===== src/rtl/fetch_instr_queue.sv =====
// Fetch-to-decode instruction queue: a circular FIFO of {pc, instr, cf_type}
// entries with a valid/ready handshake on both sides and a single-cycle flush.
module fetch_instr_queue #(
    parameter int DEPTH = 4,
    parameter int XLEN  = 32
) (
    input  logic                     clk,
    input  logic                     reset,
    input  logic                     flush,
    input  logic                     in_valid,
    input  logic [XLEN-1:0]          in_pc,
    input  logic [XLEN-1:0]          in_instr,
    output logic                     in_ready,
    output logic                     out_valid,
    input  logic                     out_ready,
    output logic [XLEN-1:0]          out_pc,
    output logic [XLEN-1:0]          out_instr,
    output logic [1:0]               out_cf_type,
    output logic [$clog2(DEPTH):0]   count
);
    // Handshake: a transfer happens on a rising edge where valid and ready are
    // both high and flush is low; flush drops both the offered pair and the pop.

    localparam int AW = $clog2(DEPTH);
    localparam int CW = AW + 1;

    logic [XLEN-1:0] pc_mem    [DEPTH];
    logic [XLEN-1:0] instr_mem [DEPTH];
    logic [1:0]      cf_mem    [DEPTH];

    logic [AW-1:0] wr_ptr;
    logic [AW-1:0] rd_ptr;
    logic [CW-1:0] occupancy;
    logic          enq;
    logic          deq;

    function automatic logic [1:0] classify(input logic [6:0] opcode);
        case (opcode)
            7'b1100011: classify = 2'b01;
            7'b1101111: classify = 2'b10;
            7'b1100111: classify = 2'b11;
            default:    classify = 2'b00;
        endcase
    endfunction

    assign in_ready  = (occupancy != CW'(DEPTH));
    assign out_valid = (occupancy != '0);
    assign enq       = in_valid && in_ready && !flush;
    assign deq       = out_valid && out_ready && !flush;
    assign count     = occupancy;

    // Head is a plain read at rd_ptr; an empty queue never bypasses the input.
    assign out_pc      = pc_mem[rd_ptr];
    assign out_instr   = instr_mem[rd_ptr];
    assign out_cf_type = cf_mem[rd_ptr];

    always_ff @(posedge clk or posedge reset) begin
        if (reset) begin
            wr_ptr    <= '0;
            rd_ptr    <= '0;
            occupancy <= '0;
        end else if (flush) begin
            wr_ptr    <= '0;
            rd_ptr    <= '0;
            occupancy <= '0;
        end else begin
            if (enq) wr_ptr <= wr_ptr + 1'b1;
            if (deq) rd_ptr <= rd_ptr + 1'b1;
            if (enq && !deq)      occupancy <= occupancy + 1'b1;
            else if (deq && !enq) occupancy <= occupancy - 1'b1;
        end
    end

    // Storage is deliberately left uncleared by reset and flush.
    always_ff @(posedge clk) begin
        if (enq) begin
            pc_mem[wr_ptr]    <= in_pc;
            instr_mem[wr_ptr] <= in_instr;
            cf_mem[wr_ptr]    <= classify(in_instr[6:0]);
        end
    end

endmodule


===== config.mk =====
export PLATFORM = sky130hd
export DESIGN_NAME = fetch_instr_queue
export DESIGN_NICKNAME = d
export VERILOG_FILES = /design/src/rtl/fetch_instr_queue.sv
export SDC_FILE = /design/constraint.sdc
export NUM_CORES = 1
export LEC_CHECK = 0
export ABC_AREA = 0
export BUFFER_PORTS_ARGS = -buffer_cell sky130_fd_sc_hd__buf_2
export CAP_MARGIN = 20
export CORE_UTILIZATION = 25
export DETAILED_ROUTE_END_ITERATION = 8
export HOLD_SLACK_MARGIN = 0.02
export PLACE_DENSITY = 0.5
export SLEW_MARGIN = 10
export SYNTH_ARGS = -nofsm -noshare
export SYNTH_HDL_FRONTEND = slang
export SYNTH_SLANG_ARGS = --single-unit

===== constraint.sdc =====
create_clock -name clk -period 3.08 [get_ports clk]
set_input_delay 0.616 -clock clk [delete_from_list [all_inputs] [get_ports clk]]
set_output_delay 0.616 -clock clk [all_outputs]
set_load 0.1 [all_outputs]

; After elaboration in Yosys (flattened, before gate mapping)
; Memories as Yosys holds them, arrays and structs flattened.
; Cells that the tools add are included.
[classes]
add_sub_neg = 4
n_eq_ne = 4
n_mux = 11
n_reduce_logical = 13
[op_table]
columns = operator, count
row1 = "7-bit == test, second input constant", 3
row2 = 2-bit two-way mux, 5
row3 = 3-bit two-way mux, 3
row4 = 1-bit logical AND, 6
row5 = 2-bit case mux with 3 select lines, 1
row6 = 3-bit nonzero test, 2
row7 = "2-bit by 1-bit adder with 2-bit output, second input constant", 2
row8 = 2-bit nonzero test, 2
row9 = "3-bit by 1-bit adder with 3-bit output, second input constant", 1
row10 = 1-bit zero test, 3
row11 = "3-bit != test, second input constant", 1
row12 = "3-bit by 1-bit subtractor with 3-bit output, second input constant", 1
row13 = 1-bit two-way mux, 2
[totals]
reg_bits = 7
ramBits = 264
input_bits = 69
output_inout_bits = 71
elab_cells = 38
n_memories = 3
[memory_table]
columns = memory, depth, word_bits, rd, rd_ports_with_merged_regs, write_ports, line
row1 = instr_mem, 4, 32, 1, 0, 1, 28  ; logic [XLEN-1:0] instr_mem [DEPTH];
row2 = pc_mem, 4, 32, 1, 0, 1, 27  ; logic [XLEN-1:0] pc_mem [DEPTH];
row3 = cf_mem, 4, 2, 1, 0, 1, 29  ; logic [1:0] cf_mem [DEPTH];

; Longest topological paths before layout
; Gate-level depths: netlist of run 1.
[depth]
depth_word = 8
mapped_depth = 8

; Worst setup path before layout of run 1
; OpenSTA, ideal clock, no wires.
[synth_path]
kind = register -> register
from = register occupancy[0], in the netlist count[0]
to = memory cf_mem[0][0] (enable)
arrival_time_ns = 3.112
path_slack_ns = -0.463
path_stages_with_launch = 5
path_buffers = 1
path_cell_list = dfrtp_1 buf_4 nor3b_1 nor3_1 and2_1
[synth_via]
elab_chain_cells = 5
[synth_rtl]
columns = item, line
row1 = start: declaration, 33  ; logic [CW-1:0] occupancy;
row2 = start signal: assignment, 69  ; if (enq && !deq) occupancy <= occupancy + 1'b1;
row3 = start signal: assignment, 70  ; else if (deq && !enq) occupancy <= occupancy - 1'b1;
row4 = 3-bit != test, 46  ; assign in_ready = (occupancy != CW'(DEPTH));
row5 = 1-bit logical AND (2 in series), 48  ; assign enq = in_valid && in_ready && !flush;
row6 = 1-bit two-way mux, 76  ; if (enq) begin
row7 = 1-bit two-way mux (not written as such), 79  ; cf_mem[wr_ptr] <= classify(in_instr[6:0]);
row8 = end: declaration, 29
; No other way between the ends.

; Final worst setup path of run 1
[layout_path]
from = register rd_ptr[0]
to = output port out_instr[9]
[layout_via]
elab_chain_cells = 1
[layout_rtl]
columns = item, line
row1 = start: declaration, 32  ; logic [AW-1:0] rd_ptr;
row2 = start signal: assignment, 68  ; if (deq) rd_ptr <= rd_ptr + 1'b1;
row3 = memory 4 x 32 bit, -
row4 = end: declaration, 17  ; output logic [XLEN-1:0] out_instr,
; No other way between the ends.

==> impl_metrics.ini, run 1 <==
[yosys]
ys.flop_type = edfxtp_1
async_reset_ff_frac = 0.0258
synth-edff-count = 264
synth_area_per_cell_um2 = 24.5
synth_cell_types = 35
ys_ff_latch = 271
synth_cells = 413
ys_seq_area_frac = 0.801
netlist_area_mm2 = 0.0101
syn_nets = 487
synth_warnings = 0

[drt]
wirelength_um = 21300
highest_layer = met5
drt-initial-drc-count = 206
via_count = 4756
route.detailed.drc = 0
dr.pass1.iters = 4
wl_per_cell_um = 18.9
routedLengthMet1_um = 9190
detail-route-antenna-nets = 0
met3_length_um = 973
met2_length_um = 10700
viasPerCell = 4.22

[layout]
stdcell_area_mm2 = 0.0126
fill_cells = 3903
drive_gt1_frac = 0.452
final_core_util = 0.316
multi_input_area_mm2 = 0.00186
num-nets-final = 654
area_growth_syn_to_layout_pct = 24.3
register_area_mm2 = 0.00811

[die]
die_width_um = 203
core-area_mm2 = 0.0398
start_util = 0.254
io_pins = 140
die_y_um = 203
dieArea_mm2 = 0.0413
core.rowCount = 73

[critical_path]
cp.arrival_ns = 2.34
timing.critical_path.buf_inv = 2
max_stage_delay_ns = 0.64
required_ns = 2.46
path_delay_family = flip-flops
worstPathMaxFanout = 19
cp-start-kind = flip-flop
end_kind = output pin
path_cells = buf_12 -> mux4_2 -> buf_2
critPathKind = flip-flop to output pin
cp_slowest_cell = dfrtp_4

[run_status]
outcome = finished, final reports clean

[grt]
grt_max_degree = 42
grt_pass1_vias = 5250
grt_pass1_wl_um = 32100
grt-ovfl-total = 0
antenna_found_initial = 2
grt_usage = 0.104

[pwr]
cell_internal_pwr_w = 0.00742
power_leakage_nw = 4.14
p_per_area_mw_per_mm2 = 1020
comb_power_share = 0.386
p_sw_w = 0.00535
fin_total_pwr_w = 0.0128
clockPowerShare = 0.267
pwr-share-seq = 0.347
ir_drop_mv = 0.743
switching_share = 0.419

[placement]
port_buffers = 139
place_congestion = 0.733
dp_hpwl_um = 13800
postPlaceCellArea_mm2 = 0.0116

[clock_network]
clock_latency_ns = 0.54
clk_pin_slew_worst_paths_ns = 0.06
cts_root_buffer = clkbuf_16
cts_inserted_buffers = 29
cts_tree = done
h-tree-depth = 1
clock_path_buffers = 3
post_cts_resized = 0
clock-sinks = 271
post_cts_buffers = 0

[timing]
tns_ns = 0
clock-skew-final_ns = 0.0112
finalCritPeriodShare = 0.959
finalHoldViolCount = 0
max_freq_mhz = 339
worstMarginPinSlew_ns = 0.768
fin_hold_ws_ns = 0.292
setup_violations = 0
grt_setup_unrepaired = no
drv_slew = 0
layout_min_cycle_time_ns = 2.95
slew_headroom = 0.481

[job]
drv_cap = 0

[worst_hold_path]
worstHoldPathType = input port to flip-flop
==> through the flow <==
step           setup slack, ns  cells
2_1_floorplan            0.141    413
3_3_place_gp             0.636   1073
4_1_cts                 0.0327   1125
3_5_place_dp             0.511   1073
6_report                 0.127   1126
5_1_grt               0.000683   1125
==> worst reg2reg max path, delay by kind of cell, from the launching register on <==
family	cells	cell delay, ns
simple gates	3	0.82
compound gates	3	0.76
flops	1	0.53
fa+ha+maj	1	0.44
==> worst paths after layout <==
kind | from | endpoint | slack (ns) | cells after the start
worst max-delay path | rd_ptr[0] | out_instr[9] | 0.13 | 3
worst min-delay path | in_instr[23] | instr_mem[0][23] | 0.29 | 1
worst max register to register | count[2] | count[2] | 0.46 | 7
worst min register to register | wr_ptr[1] | wr_ptr[1] | 0.60 | 2
max in group asynchronous | reset | rd_ptr[0] | 2.24 | 3
min in group asynchronous | reset | count[1] | 0.57 | 3
==> kinds of logic (layout without fill, tap and decap cells) <==
logic type	after synthesis	count (layout)	synth area share
buf+inv	28	215	0.0161
flops	271	271	0.801
simple gates	24	24	0.0136
other cells	0	1	0
compound gates	14	14	0.0103
mux	69	69	0.150
xor+xnor	2	2	0.00173
fa+ha+maj	5	5	0.00693
==> power by group through the flow <==
| stage | sequential, W | combinational [W] | clock (W) |
|---|---|---|---|
| after floorplan | 0.00451 | 0.00415 | 0 |
| after detailed placement | 0.00452 | 0.00499 | 0 |
| after CTS | 0.00444 | 0.00500 | 0.00352 |
| final | 0.00443 | 0.00493 | 0.00341 |
| after global placement | 0.00450 | 0.00496 | 0 |
| after global routing | 0.00446 | 0.00510 | 0.00364 |
==> layer usage <==
layer,track usage,up-vias
met2,0.179,120
met4,0.0341,4
met3,0.0219,38
met5,0,-
li1,-,2084
met1,0.130,2510
==> Yosys cell counts, types with 2 or more instances <==
library cell  count  share of area
xor2_1            2         0.0017
buf_6             4         0.0045
edfxtp_1        264           0.78
a21oi_1           2        0.00099
buf_1             3         0.0011
o31ai_1           2         0.0015
buf_2             7         0.0035
mux4_2           66           0.15
and2_1            5         0.0031
inv_1             8         0.0030
o21ai_0           3         0.0015
nand3b_1          2         0.0015
buf_4             5         0.0037
nand3_1           2        0.00099
mux2i_1           2         0.0020
dfrtp_1           7          0.017
ha_1              4         0.0049
nor2_1            7         0.0026
nand2_1           2        0.00074
==> layout by cell type (no fill, tap or decap), types with 3 or more instances in the layout <==
master | Yosys | final
inv_1 | 8 | 8
buf_4 | 5 | 4
mux4_2 | 66 | 66
clkinv_4 | 0 | 3
clkinv_1 | 0 | 10
buf_2 | 7 | 139
buf_12 | 0 | 12
bufinv_16 | 0 | 4
clkbuf_16 | 0 | 29
nor2_1 | 7 | 7
edfxtp_1 | 264 | 264
dfrtp_1 | 7 | 5
and2_4 | 0 | 4
clkinv_2 | 0 | 4
ha_1 | 4 | 4
o21ai_0 | 3 | 3
==> state kept, by name (all words and copies together), names as in the netlist <==
register   cells
cf_mem         8
wr_ptr         2
count          3
pc_mem       128
instr_mem    128
rd_ptr         2
==> final cells by class <==
cell class / count / share of cell area
antenna: 1 / 0.000199
clock buffer: 30 / 0.0580
clock inverter: 21 / 0.0162
inverter: 8 / 0.00239
multi-input combinational: 114 / 0.148
sequential: 271 / 0.645
tap: 525 / 0.0523
timing repair buffer: 156 / 0.0776
==> what timing repair did <==
| action | 4_1_cts | 5_1_grt |
|---|---|---|
| endpoints found under the hold margin | 7 | 0 |
| setup endpoints to repair | 0 | 0 |
| hold buffers | 1 | 0 |
Power figures use the tool's default switching activity.
==> run 2, diff against run 1 <==
--- a/config.mk
+++ b/config.mk
@@ -10,6 +10,7 @@
 export CAP_MARGIN = 20
 export CORE_UTILIZATION = 25
 export DETAILED_ROUTE_END_ITERATION = 8
+export GPL_TIMING_DRIVEN = 0
 export HOLD_SLACK_MARGIN = 0.02
 export PLACE_DENSITY = 0.5
 export SLEW_MARGIN = 10
==> impl_metrics.ini, run 2 (same netlist as run 1, synthesis figures left out) <==
[grt]
grt_max_degree = 48
grt_util_met1 = 0.130
grt_pass1_wl_um = 31700
grtUsageMet2 = 0.176
busiest_layer = met2
grt_usage = 0.103
antenna_found_initial = 1
grt_pass1_vias = 5180
grt-ovfl-total = 0
gr-usage-met3 = 0.0272

[timing]
finalCritPeriodShare = 0.950
tns_ns = 0
layout_min_cycle_time_ns = 2.93
setup_violations = 0
worstMarginPinSlew_ns = 0.720
max_freq_mhz = 342
fin_hold_ws_ns = 0.277
worst_slack_ns = 0.154
finalHoldViolCount = 0
drv_slew = 0
slew_headroom = 0.520
clock-skew-final_ns = 0.0118
grt_setup_unrepaired = no

[die]
die_y_um = 203
die_width_um = 203
core.rowCount = 73
io_pins = 140
start_util = 0.254
core-area_mm2 = 0.0398
dieArea_mm2 = 0.0413

[layout]
final_core_util = 0.317
drive_gt1_frac = 0.452
fill_cells = 3894
final_common_cell = edfxtp_1
multi_input_area_mm2 = 0.00186
reg.largest.list = instr_mem: 128 flops, pc_mem: 128 flops, cf_mem: 8 flops
stdcell_area_mm2 = 0.0126
area_growth_syn_to_layout_pct = 24.9
num-nets-final = 662
register_area_mm2 = 0.00810
layout_common_cells = 264 x edfxtp_1, 117 x buf_2, 66 x mux4_2
diodes = 0

[pwr]
p_per_area_mw_per_mm2 = 1020
cell_internal_pwr_w = 0.00756
comb_power_share = 0.397
ir_drop_mv = 0.914
p_sw_w = 0.00534
pwr-share-seq = 0.335
clockPowerShare = 0.268
switching_share = 0.414
power_leakage_nw = 4.19

[clock_network]
h-tree-depth = 1
post_cts_buffers = 0
cts_inserted_buffers = 30
clk_pin_slew_worst_paths_ns = 0.06
cts_root_buffer = clkbuf_16
cts_tree = done
clock-sinks = 271
clock_path_buffers = 3
clock_latency_ns = 0.55

[drt]
dr.pass1.iters = 4
wirelength_um = 21200
via_count = 4766
drt-initial-drc-count = 149
route.detailed.drc = 0
wl_per_cell_um = 18.7
detail-route-antenna-nets = 0
viasPerCell = 4.20

[critical_path]
rr_endpoint = count[2]
ff2ff_setup_slack_ns = 0.47
cp.arrival_ns = 2.31
end_kind = output pin
ff2ff_path_depth = 8
timing.critical_path.buf_inv = 2
critPathKind = flip-flop to output pin
required_ns = 2.46
max_stage_delay_ns = 0.57
path_delay_family = buffers and inverters
cp_slowest_cell = buf_1
cp-start-kind = flip-flop
timing.rr.start = count[2]
path_cells = buf_1 -> mux4_2 -> buf_2
worstPathMaxFanout = 10

[worst_hold_path]
min-delay-start = in_pc[21]
min_path_cells = 1
worstHoldPathType = input port to flip-flop
hold_end = pc_mem[0][21]

[placement]
dp_hpwl_um = 13400
pre_cts_ws_ns = 0.386
place_congestion = 0.770
port_buffers = 138
postPlaceCellArea_mm2 = 0.0116

[job]
drv_cap = 0

[run_status]
outcome = finished, final reports clean
[run 2: what timing repair did]
| item | 4_1_cts | 5_1_grt |
|---|---|---|
| endpoints found under the hold margin | 7 | 0 |
| gates resized for setup | 15 | 23 |
| hold buffers | 1 | 0 |
| setup endpoints to repair | 23 | 15 |
[run 2: per-layer routing]
| metal | share of wire | vias to the layer above |
|---|---|---|
| met2 | 0.50 | 119 |
| met5 | 0.00061 | - |
| met4 | 0.023 | 2 |
| met1 | 0.43 | 2491 |
| met3 | 0.053 | 38 |
| li1 | - | 2116 |
[run 2: cell type report]
cell class	instances	area share
Multi-Input combinational cell	114	0.147
Inverter	8	0.00238
Tap cell	525	0.0520
Buffer	20	0.0111
Clock inverter	17	0.0132
Clock buffer	38	0.0635
Timing Repair Buffer	143	0.0697
Sequential cell	271	0.641
[run 2: metrics by stage]
stage / std cells / power [W]
final: 1136 / 0.0129
after global routing: 1136 / 0.0134
after CTS: 1136 / 0.0131
after detailed placement: 1080 / 0.00950
after global placement: 1076 / 0.00944
after floorplan: 413 / 0.00866
[run 2: worst max-delay path by stage]
stage,startpoint,end,slack [ns],depth (start not counted)
global placement,in_valid,pc_mem[3][5],-0.28,4
global route,rd_ptr[1],out_pc[6],0.0006,4
CTS,rd_ptr[0],out_pc[26],0.001,5
floorplan,count[2],count[2],0.14,8
detailed placement,rd_ptr[1],out_instr[18],0.39,3
finish,rd_ptr[1],out_instr[10],0.15,3
[run 2: power groups by stage]
stage | sequential [W] | clock (W) | combinational (W)
6_report | 0.00432 | 0.00346 | 0.00512
5_1_grt | 0.00434 | 0.00371 | 0.00533
4_1_cts | 0.00433 | 0.00357 | 0.00516
3_5_place_dp | 0.00440 | 0 | 0.00510
3_3_place_gp | 0.00440 | 0 | 0.00504
2_1_floorplan | 0.00451 | 0 | 0.00415
[run 2: worst register-to-register path: cells and delay by family (launching register included)]
family,cells,cell delay [ns]
compound gates,2,0.50
fa+ha+maj,1,0.45
buf+inv,1,0.20
flops,1,0.36
simple gates,4,1.04
